[src/rtl/reg_pipeline.sv]
// WIDTH x DEPTH register delay line with per-stage valid flags, stall, flush,
// a selectable read tap and a running count of occupied stages.
module reg_pipeline #(
    parameter int WIDTH = 8,
    parameter int DEPTH = 4,
    parameter logic [WIDTH-1:0] RESET_VAL = '0,
    localparam int TW = (DEPTH > 1) ? $clog2(DEPTH) : 1,
    localparam int CW = $clog2(DEPTH + 1)
) (
    input  logic             clk,
    input  logic             rst,
    input  logic             en,
    input  logic             flush,
    input  logic [WIDTH-1:0] d,
    input  logic             d_valid,
    input  logic [TW-1:0]    tap_sel,
    output logic [WIDTH-1:0] q,
    output logic             q_valid,
    output logic [WIDTH-1:0] tap_q,
    output logic             tap_valid,
    output logic [CW-1:0]    count
);

    localparam int TAPS = 2 ** TW;

    logic [WIDTH-1:0] data_reg [DEPTH];
    logic [DEPTH-1:0] valid_reg;
    logic [CW-1:0]    count_reg;
    logic [CW-1:0]    count_next;

    logic [WIDTH-1:0] shift_data [DEPTH];
    logic [DEPTH-1:0] shift_valid;
    logic [WIDTH-1:0] tap_data [TAPS];
    logic [TAPS-1:0]  tap_vld;
    logic             clear;

    assign clear = !rst || flush;

    // Input of each stage: the external word for stage 0, the previous stage otherwise.
    genvar gi;
    generate
        for (gi = 0; gi < DEPTH; gi++) begin : g_shift
            if (gi == 0) begin : g_head
                assign shift_data[gi]  = d;
                assign shift_valid[gi] = d_valid;
            end else begin : g_body
                assign shift_data[gi]  = data_reg[gi-1];
                assign shift_valid[gi] = valid_reg[gi-1];
            end
        end
    endgenerate

    always_ff @(posedge clk) begin
        if (clear) begin
            for (int i = 0; i < DEPTH; i++) begin
                data_reg[i] <= RESET_VAL;
            end
            valid_reg <= '0;
        end else if (en) begin
            for (int i = 0; i < DEPTH; i++) begin
                data_reg[i] <= shift_data[i];
            end
            valid_reg <= shift_valid;
        end
    end

    // Occupancy moves only when exactly one of entry/exit carries a valid word.
    always_comb begin
        count_next = count_reg;
        if (d_valid && !valid_reg[DEPTH-1]) begin
            count_next = count_reg + CW'(1);
        end else if (!d_valid && valid_reg[DEPTH-1]) begin
            count_next = count_reg - CW'(1);
        end
    end

    always_ff @(posedge clk) begin
        if (clear) begin
            count_reg <= '0;
        end else if (en) begin
            count_reg <= count_next;
        end
    end

    // Tap table padded to a power of two so out-of-range selects read as empty.
    generate
        for (gi = 0; gi < TAPS; gi++) begin : g_tap
            if (gi < DEPTH) begin : g_live
                assign tap_data[gi] = data_reg[gi];
                assign tap_vld[gi]  = valid_reg[gi];
            end else begin : g_pad
                assign tap_data[gi] = RESET_VAL;
                assign tap_vld[gi]  = 1'b0;
            end
        end
    endgenerate

    assign q         = data_reg[DEPTH-1];
    assign q_valid   = valid_reg[DEPTH-1];
    assign tap_q     = tap_data[tap_sel];
    assign tap_valid = tap_vld[tap_sel];
    assign count     = count_reg;

endmodule

[config.mk]
export PLATFORM = sky130hd
export DESIGN_NAME = reg_pipeline
export DESIGN_NICKNAME = d
export VERILOG_FILES = /design/src/rtl/reg_pipeline.sv
export SDC_FILE = /design/constraint.sdc
export NUM_CORES = 1
export LEC_CHECK = 0
export CORE_MARGIN = 2
export CORE_UTILIZATION = 54
export CTS_CLUSTER_SIZE = 28
export DETAILED_ROUTE_END_ITERATION = 6
export PLACE_DENSITY = 0.93
export SYNTH_ARGS = -nofsm -noshare
export SYNTH_HDL_FRONTEND = slang
export SYNTH_SLANG_ARGS = --single-unit
[constraint.sdc]
create_clock -name clk -period 5.48 [get_ports clk]
set_input_delay 1.37 -clock clk [delete_from_list [all_inputs] [get_ports clk]]
set_output_delay 1.37 -clock clk [all_outputs]
set_load 0.02 [all_outputs]
==> impl_metrics.env, run 1 <==
export IMPL_status="finished, final reports clean"
export IMPL_path_clk_slew_ps=100
export IMPL_cp_data_arrival_time_ps=3420
export IMPL_cts_buffer_depth=2
export IMPL_min_path_type="reg2reg"
export IMPL_yosys_register_bits=39
export IMPL_fin_worst_skew_ps=6.313
export IMPL_grt_use_total_pct=17.53
export IMPL_finalSetupTns_ps=0
export IMPL_cts_num_sinks=39
export IMPL_syn_nets=131
export IMPL_h_tree_depth=2
export IMPL_rows=20
export IMPL_largest_register_ffs=32
export IMPL_wirelength_mm=2.833
export IMPL_cts_tree="built"
export IMPL_antenna_found_initial=0
export IMPL_p_per_area_mw_per_mm2=247.1
export IMPL_port_buffers=35
export IMPL_crit_family="buffers and inverters"
export IMPL_hpwlAfterDp_mm=1.957
export IMPL_grt_pass1_vias=1001
export IMPL_nets=167
export IMPL_die_area_sq_mm=0.003691
export IMPL_critical_path_max_fanout=9
export IMPL_clk_latency_ps=340
export IMPL_via_per_inst=5.113
export IMPL_cts_buffers=5
export IMPL_path_cells="clkdlybuf4s50_1 > mux4_2 > clkdlybuf4s50_1"
export IMPL_syn_to_final_growth_pct=23.96
export IMPL_die_x_um=60.75
export IMPL_synth_top_area_share_pct=55.25
export IMPL_fillCellCount=231
export IMPL_grt_overflow_total=0
export IMPL_rsz0062_at_grt="false"
export IMPL_critPathLaunchType="primary input"
export IMPL_cts_root_buf="clkbuf_4"
export IMPL_seq_area_frac_synth_pct=63.31
export IMPL_dr_total_vias=992
export IMPL_instances_no_fill=194
export IMPL_maxCapViolations=0
export IMPL_synth_cells=114
export IMPL_die_h_um=60.75
export IMPL_end_kind="primary output"
export IMPL_dr_pass1_iters=4
export IMPL_synthTopCellsByArea="edfxtp_1 (55%), mux4_2 (12%), and2_1 (12%)"
export IMPL_place_gp_congestion=0.6743
export IMPL_post_drt_wl_per_cell_um=14.60
export IMPL_peakVddDrop_mv=0.1820
export IMPL_drt_iter0_markers=39
export IMPL_core_area_sq_mm=0.003053
export IMPL_ys_types=24
export IMPL_critPathBufInv=2
export IMPL_final_antenna_net_count=0
export IMPL_setup_violations=0
export IMPL_slowest_stage="clkdlybuf4s50_1"
export IMPL_placed_cells=187
export IMPL_hold_violations=0
export IMPL_yosys_area_top_type="edfxtp_1"
export IMPL_grt_first_pass_wirelength_mm=4.547
export IMPL_drv_slew=0
export IMPL_synth_avg_cell_area_sq_um=15.26
export IMPL_drc=0
export IMPL_critPathKind="in2out"
export IMPL_crit_path_frequent_cell="clkdlybuf4s50_1"
export IMPL_cts_hold_fix_buffers=0
export IMPL_syn_area_sq_mm=0.001739
export IMPL_slew_headroom_pct=50.50
export IMPL_max_stage_delay_ps=880
export IMPL_start_util_pct=56.97
export IMPL_n_antenna_cell=0
export IMPL_yosysWarnings=0
export IMPL_post_cts_buffers=0
export IMPL_finalPower_uw=532.6
export IMPL_tightest_slew_ps=742.5
export IMPL_grt_max_degree=33
export IMPL_min_period_ps=4786
export IMPL_io_pins=36
export IMPL_drive_gt1_share_pct=12.00
export IMPL_hold_worst_slack_ps=514.7
export IMPL_crit_required_ps=4110
export IMPL_fmax_mhz=208.9
export IMPL_p_leak_uw=0.0008242
export IMPL_ctsResizeCount=0
export IMPL_post_route_period_util_pct=87.34
worst register-to-register path, stage by stage, from the launching register on:
cell and delay (ps):
dfxtp_1 350, inv_1 60, ha_1 180, inv_1 70, fa_1 370, xor2_1 160
or3_1 300, a21oi_1 160
per-stage QoR:
stage | setup slack, ps | utilization [%] | instance area (sq um)
6_report | 693.9 | 70.61 | 2156
5_1_grt | 601.8 | 70.61 | 2156
4_1_cts | 658.0 | 70.61 | 2156
3_5_place_dp | 681.1 | 69.10 | 2110
3_3_place_gp | 657.7 | 69.10 | 2110
2_1_floorplan | 1975 | - | 1739
cell type report:
type / instances / area [sq um] / share of cell area, %
inverters: 3 / 11.26 / 0.5223
multi-input cells: 65 / 584.3 / 27.10
clock buffers: 5 / 37.54 / 1.741
repair buffers: 36 / 357.8 / 16.60
well taps: 44 / 55.05 / 2.554
flip-flops and latches: 39 / 1101 / 51.07
clock inverters: 2 / 8.758 / 0.4063
cell usage in the layout (no fill, tap or decap):
cell type | netlist | layout
clkdlybuf4s50_1 | 0 | 35
and2_1 | 32 | 32
edfxtp_1 | 32 | 32
mux4_2 | 9 | 9
dfxtp_1 | 7 | 7
nor2_1 | 5 | 5
clkbuf_4 | 0 | 5
mux2i_1 | 4 | 4
inv_1 | 3 | 3
nand2b_1 | 2 | 2
nand2_1 | 2 | 2
a21oi_1 | 2 | 2
nor2_4 | 1 | 1
nor2b_1 | 1 | 1
nand2b_4 | 1 | 1
xnor2_1 | 1 | 1
xor2_1 | 1 | 1
o21ai_0 | 1 | 1
or3_1 | 1 | 1
fa_1 | 1 | 1
ha_1 | 1 | 1
clkinv_1 | 0 | 1
clkinv_2 | 0 | 1
buf_4 | 1 | 1
cell families after synthesis:
| group | count (synthesis) | synth area share (%) |
|---|---|---|
| mux | 13 | 13.96 |
| xor+xnor | 2 | 1.007 |
| buf+inv | 10 | 3.093 |
| fa+ha+maj | 2 | 1.870 |
| compound gates | 3 | 0.8631 |
| flops | 39 | 63.31 |
| simple gates | 45 | 15.90 |
power breakdown:
| group | switching (uW) | total, uW | leakage [uW] | internal [uW] |
|---|---|---|---|---|
| Clock | 84.1 | 130 | 0.0000285 | 45.5 |
| Combinational | 29.3 | 64.5 | 0.000368 | 35.2 |
| Sequential | 6.51 | 339 | 0.000428 | 332 |
worst paths after layout:
check / start / depth (start not counted) / to / slack (ps)
setup / recovery: tap_sel[0] / 3 / tap_valid / 690
hold / removal: count[1]$_SDFFE_PP0P_ / 2 / count[1]$_SDFFE_PP0P_ / 510
setup reg to reg: tap_vld[3]$_SDFFE_PP0P_ / 7 / count[2]$_SDFFE_PP0P_ / 3750
hold reg to reg: count[1]$_SDFFE_PP0P_ / 2 / count[1]$_SDFFE_PP0P_ / 510
synth_stat cells:
cell      instances
mux4_2            9
buf_4             1
edfxtp_1         32
or3_1             1
clkbuf_2          3
buf_6             1
nand2b_4          1
xor2_1            1
xnor2_1           1
clkbuf_1          1
buf_2             1
nor2b_1           1
inv_1             3
o21ai_0           1
nand2b_1          2
nor2_4            1
fa_1              1
a21oi_1           2
ha_1              1
mux2i_1           4
dfxtp_1           7
nand2_1           2
and2_1           32
nor2_1            5
per-layer routing:
metal	global-route usage (%)	up-vias	share of wire [%]
met5	0	-	0
met4	6.522	0	0.32
met3	6.183	2	7.3
met2	27.19	38	49
met1	23.04	479	43
li1	-	473	-
Power figures use the tool's default switching activity.
==> run 2: changes to the inputs <==
ABC_AREA = 1   (was not set)
CORE_UTILIZATION = 55   (was 54)
REMOVE_ABC_BUFFERS = 1   (was not set)
==> run 2 against run 1 <==
- setup slack gained 250 ps
- power grew 4.0%
- sequential share of layout area shrank 2.0 points
- final area grew 4.2%
- die area grew 4.0%
- flip-flop and latch count is the same
- register-to-register slack gained 240 ps
- global-route usage grew 0.88 points
- largest power group unchanged
- highest routed layer unchanged
==> impl_metrics.env, run 2 <==
export IMPL_dr_total_vias=1319
export IMPL_maxCapViolations=0
export IMPL_drt_iter0_markers=74
export IMPL_seq_area_frac_synth_pct=59.62
export IMPL_synth_cells=200
export IMPL_p_per_area_mw_per_mm2=246.7
export IMPL_post_route_period_util_pct=82.78
export IMPL_cts_hold_fix_buffers=0
export IMPL_final_antenna_net_count=0
export IMPL_cts_root_buf="clkbuf_4"
export IMPL_p_int_uw=412.9
export IMPL_slew_headroom_pct=56.57
export IMPL_end_kind="primary output"
export IMPL_start_util_pct=56.23
export IMPL_die_x_um=61.95
export IMPL_synth_commonest_cells="inv_1 (42), nor2_1 (36), edfxtp_1 (32), nand2_1 (32), o21ai_0 (17)"
export IMPL_status="finished, final reports clean"
export IMPL_place_gp_congestion=0.7455
export IMPL_hpwlAfterDp_mm=2.029
export IMPL_drive_gt1_share_pct=6.356
export IMPL_setup_ws_ps=943.9
export IMPL_grt_use_total_pct=18.41
export IMPL_fin_worst_skew_ps=6.012
export IMPL_clk_latency_ps=350
export IMPL_yosys_area_top_type="edfxtp_1"
export IMPL_wirelength_mm=3.044
export IMPL_h_tree_depth=2
export IMPL_ctsResizeCount=0
export IMPL_post_drt_wl_per_cell_um=10.79
export IMPL_hold_violations=0
export IMPL_cp_data_arrival_time_ps=3170
export IMPL_grt_pass1_vias=1188
export IMPL_min_path_type="reg2reg"
export IMPL_yosysWarnings=0
export IMPL_tightest_slew_ps=649.4
export IMPL_via_per_inst=4.677
export IMPL_finalPower_uw=554.1
export IMPL_postSynth_asyncResetShare_pct=0
export IMPL_setup_violations=0
export IMPL_final_common_cell="inv_1"
export IMPL_synth_edf_count=32
export IMPL_yosys_register_bits=39
export IMPL_switching_share_pct=25.49
export IMPL_rows=21
export IMPL_drc=0
export IMPL_peakVddDrop_mv=0.1554
export IMPL_yosysMostFrequentCell="inv_1"
export IMPL_grt_overflow_total=0
export IMPL_fmax_mhz=220.5
export IMPL_synth_top_area_share_pct=52.03
export IMPL_path_clk_slew_ps=100
export IMPL_syn_area_sq_mm=0.001847
export IMPL_n_antenna_cell=0
export IMPL_multi_input_area_sq_um=508.0
export IMPL_grt_first_pass_wirelength_mm=4.919
export IMPL_port_buffers=35
export IMPL_syn_to_final_growth_pct=21.61
export IMPL_rsz0062_at_grt="false"
export IMPL_p_switching_uw=141.2
export IMPL_critPathKind="in2out"
export IMPL_p_clk_share_pct=25.6
export IMPL_cts_tree="built"
export IMPL_finalSetupTns_ps=0
export IMPL_pwr_share_comb_pct=13.7
export IMPL_p_leak_uw=0.0009162
export IMPL_largest_register_ffs=32
export IMPL_ys_types=20
export IMPL_min_period_ps=4536
export IMPL_cts_buffer_depth=2
export IMPL_die_area_sq_mm=0.003837
export IMPL_critical_path_max_fanout=18
export IMPL_antenna_found_initial=0
export IMPL_cts_buffers=5
export IMPL_fillCellCount=267
export IMPL_seqPwrFrac_pct=60.7
export IMPL_dr_pass1_iters=4
export IMPL_critPathLaunchType="primary input"
export IMPL_ys_flop_type="edfxtp_1"
export IMPL_io_pins=36
export IMPL_post_cts_buffers=0
export IMPL_cts_num_sinks=39
export IMPL_drv_slew=0
export IMPL_nets=252
export IMPL_crit_required_ps=4110
export IMPL_core_area_sq_mm=0.003284
export IMPL_grt_max_degree=37
export IMPL_seq_area_sq_mm=0.001101
export IMPL_final_cell_mix="inv_1 (42), nor2_1 (36), clkdlybuf4s50_1 (35)"
export IMPL_synthTopCellsByArea="edfxtp_1 (52%), inv_1 (8.5%), dfxtp_1 (7.6%)"
export IMPL_place_ws_ps=934.0
export IMPL_synth_avg_cell_area_sq_um=9.234
export IMPL_die_h_um=61.95
## run 2: cell types whose count changed after synthesis, sizes merged, moves of 6 or more
cell	delta
nand2	+31
buf	+6
a21oi	+8
inv	+40
nor2	+32
mux4	-9
o21ai	+19
and2	-32
## run 2: cell families after synthesis
kind of cell / share of synthesized area, %
buf+inv: 12.87
flops: 59.62
simple gates: 16.19
compound gates: 9.553
fa+ha+maj: 1.761
## run 2: stage by stage
stage	hold slack [ps]	std cells	utilization (%)	instance area [sq um]
after floorplan	455.4	191	-	1770
after CTS	502.1	282	68.38	2246
final	506.6	282	68.38	2246
after detailed placement	482.8	274	66.78	2193
after global placement	474.7	274	66.78	2193
after global routing	535.0	282	68.38	2246
## run 2: layer usage
metal	vias to the layer above	GRT usage, %	wire length [um]
met5	-	0	0
met4	0	13.37	88
met3	8	4.762	131
met2	36	27.53	1445
met1	582	23.13	1378
li1	693	-	-
## run 2: cell type report
class	instances	area share (%)
clock inverters	3	0.6685
clock buffers	5	1.671
flip-flops and latches	39	49.03
repair buffers	37	16.27
multi-input cells	109	22.62
inverters	43	7.187
well taps	46	2.563
## run 2: final timing paths
kind | start | endpoint | slack [ps] | cells after the start
max | tap_sel[1] | tap_q[6] | 940 | 5
min | tap_vld[0]$_SDFFE_PP0P_ | tap_vld[1]$_SDFFE_PP0P_ | 510 | 2
max reg2reg | tap_vld[3]$_SDFFE_PP0P_ | count[1]$_SDFFE_PP0P_ | 3990 | 6
min reg2reg | tap_vld[0]$_SDFFE_PP0P_ | tap_vld[1]$_SDFFE_PP0P_ | 510 | 2
## run 2: critical path: stages
cell and delay, ps:
clkdlybuf4s50_1 740, a21oi_1 270, o21ai_0 120, nand2_1 70, clkdlybuf4s50_1 590
## run 2: power by group through the flow
stage | registers [uW] | logic [uW] | clock network [uW]
finish | 337 | 75.8 | 142
global route | 338 | 84.4 | 158
detailed placement | 343 | 76.1 | 0
floorplan | 347 | 32.6 | 0
CTS | 337 | 76.5 | 146
global placement | 343 | 74.3 | 0
==> run 3: changes to the inputs <==
CORE_UTILIZATION = 51   (was 55)
PLACE_DENSITY = 0.88   (was 0.93)
clock period = 4.65 ns   (was 5.48 ns; I/O delays follow)
==> run 3 against run 2 <==
- setup slack lost 420 ps
- non-clock buffer count is the same
- largest cell class unchanged
- worst hold slack lost 10 ps
- flip-flop and latch count is the same
- sequential share of layout area grew 0.055 points
- global-route usage shrank 1.8 points
- largest power group unchanged
- critical path depth is the same
- clock skew grew 0.63 ps
==> impl_metrics.env, run 3 (same netlist as run 2, synthesis figures left out) <==
export IMPL_cts_buffer_depth=2
export IMPL_io_pins=36
export IMPL_cts_hold_fix_buffers=0
export IMPL_postLayoutCoreUtil_pct=65.68
export IMPL_final_antenna_net_count=0
export IMPL_fin_worst_skew_ps=6.647
export IMPL_hpwlAfterDp_mm=1.950
export IMPL_crit_required_ps=3490
export IMPL_p_int_uw=489.2
export IMPL_timing_rr_start="tap_vld[3]$_SDFFE_PP0P_"
export IMPL_dr_pass1_iters=4
export IMPL_dr_total_vias=1325
export IMPL_finalSetupTns_ps=0
export IMPL_maxCapViolations=0
export IMPL_setup_violations=0
export IMPL_port_buffers=35
export IMPL_min_path_cells=2
export IMPL_final_common_cell="inv_1"
export IMPL_crit_path_frequent_cell="clkdlybuf4s50_1"
export IMPL_critPathBufInv=2
export IMPL_status="finished, final reports clean"
export IMPL_crit_family="buffers and inverters"
export IMPL_clk_latency_ps=340
export IMPL_drv_slew=0
export IMPL_cp_depth=5
export IMPL_slowest_stage="clkdlybuf4s50_1"
export IMPL_fmax_mhz=242.6
export IMPL_switching_share_pct=24.59
export IMPL_cts_tree="built"
export IMPL_n_antenna_cell=0
export IMPL_cts_buffers=5
export IMPL_instances_no_fill=282
export IMPL_largest_register_ffs=32
export IMPL_rows=21
export IMPL_slew_headroom_pct=55.83
export IMPL_p_per_area_mw_per_mm2=289.2
export IMPL_core_area_sq_mm=0.003416
export IMPL_h_tree_depth=2
export IMPL_max_stage_delay_ps=750
export IMPL_syn_to_final_growth_pct=21.48
export IMPL_r2r_cells=10
export IMPL_end_kind="primary output"
export IMPL_die_area_sq_mm=0.004118
export IMPL_min_period_ps=4122
export IMPL_pwr_share_comb_pct=13.7
export IMPL_critical_path_max_fanout=18
export IMPL_post_route_period_util_pct=88.65
export IMPL_die_h_um=64.18
export IMPL_r2r_end="count[2]$_SDFFE_PP0P_"
export IMPL_peakVddDrop_mv=0.2225
export IMPL_antenna_found_initial=0
export IMPL_p_switching_uw=159.5
export IMPL_final_cell_mix="inv_1 (42), nor2_1 (36), clkdlybuf4s50_1 (35)"
export IMPL_grt_pass1_vias=1241
export IMPL_critPathLaunchType="primary input"
export IMPL_place_gp_congestion=0.7498
export IMPL_die_x_um=64.18
export IMPL_placed_area_sq_mm=0.002193
export IMPL_ctsResizeCount=0
export IMPL_grt_use_total_pct=16.65
export IMPL_design_area_sq_mm=0.002243
export IMPL_p_leak_uw=0.0009108
export IMPL_cts_num_sinks=39
export IMPL_p_clk_share_pct=25.2
export IMPL_drc=0
export IMPL_rsz0062_at_grt="false"
export IMPL_post_drt_wl_per_cell_um=10.52
export IMPL_wirelength_mm=2.967
export IMPL_min_from="tap_vld[0]$_SDFFE_PP0P_"
export IMPL_cts_root_buf="clkbuf_4"
export IMPL_grt_first_pass_wirelength_mm=5.230
export IMPL_seqPwrFrac_pct=61.2
export IMPL_drive_gt1_share_pct=5.508
export IMPL_placed_cells=274
export IMPL_via_per_inst=4.699
export IMPL_nets=252
export IMPL_tightest_slew_ps=660.5
export IMPL_start_util_pct=54.07
export IMPL_grt_max_degree=37
export IMPL_min_path_type="reg2reg"
export IMPL_path_clk_slew_ps=110
export IMPL_hold_violations=0
export IMPL_reg2reg_setup_slack_ps=3170
export IMPL_min_to="tap_vld[1]$_SDFFE_PP0P_"
export IMPL_critPathKind="in2out"
export IMPL_post_cts_buffers=0
export IMPL_cp_data_arrival_time_ps=2960
export IMPL_drt_iter0_markers=36
export IMPL_grt_overflow_total=0
export IMPL_path_cells="clkdlybuf4s50_1 > a21oi_1 > o21ai_0 > nand2_1 > clkdlybuf4s50_1"
[run 3: power by group through the flow]
stage,sequential (uW),combinational (uW),clock [uW]
after floorplan,409,38.4,0
after global placement,404,87.7,0
after detailed placement,405,88.6,0
after CTS,397,89.2,168
after global routing,399,98.1,184
final,397,88.6,163
[run 3: cell type report]
class,instances,area [sq um]
fillers,304,1172
well taps,46,57.56
repair buffers,37,365.4
clock inverters,1,5.005
clock buffers,7,45.04
inverters,43,161.4
flip-flops and latches,39,1101
multi-input cells,109,508.0
[run 3: stage by stage]
step / hold WS, ps / worst slack (ps) / power, uW
6_report: 496.1 / 527.7 / 648.8
5_1_grt: 538.0 / 357.1 / 681.2
4_1_cts: 497.9 / 534.4 / 654.3
3_5_place_dp: 479.6 / 546.0 / 493.7
3_3_place_gp: 472.2 / 539.7 / 492.0
2_1_floorplan: 455.4 / 1974 / 447.3
[run 3: how the worst max path moves through the flow]
stage,start,end
floorplan,tap_sel[0],tap_q[0]
global placement,tap_sel[1],tap_valid
detailed placement,tap_sel[1],tap_q[7]
CTS,tap_sel[1],tap_q[7]
global route,tap_sel[1],tap_q[5]
finish,tap_sel[1],tap_q[7]
[run 3: worst reg2reg max path, delay by kind of cell (launching register included)]
family	cells	cell delay [ps]
buf+inv	3	240
simple gates	5	270
flops	1	330
fa+ha+maj	2	560
[run 3: per-layer routing]
metal	vias up	wire length (um)	track usage (%)
met1	595	1335	20.40
met4	0	50	6.383
met2	29	1429	27.08
met5	-	0	0
li1	695	-	-
met3	6	152	5.810
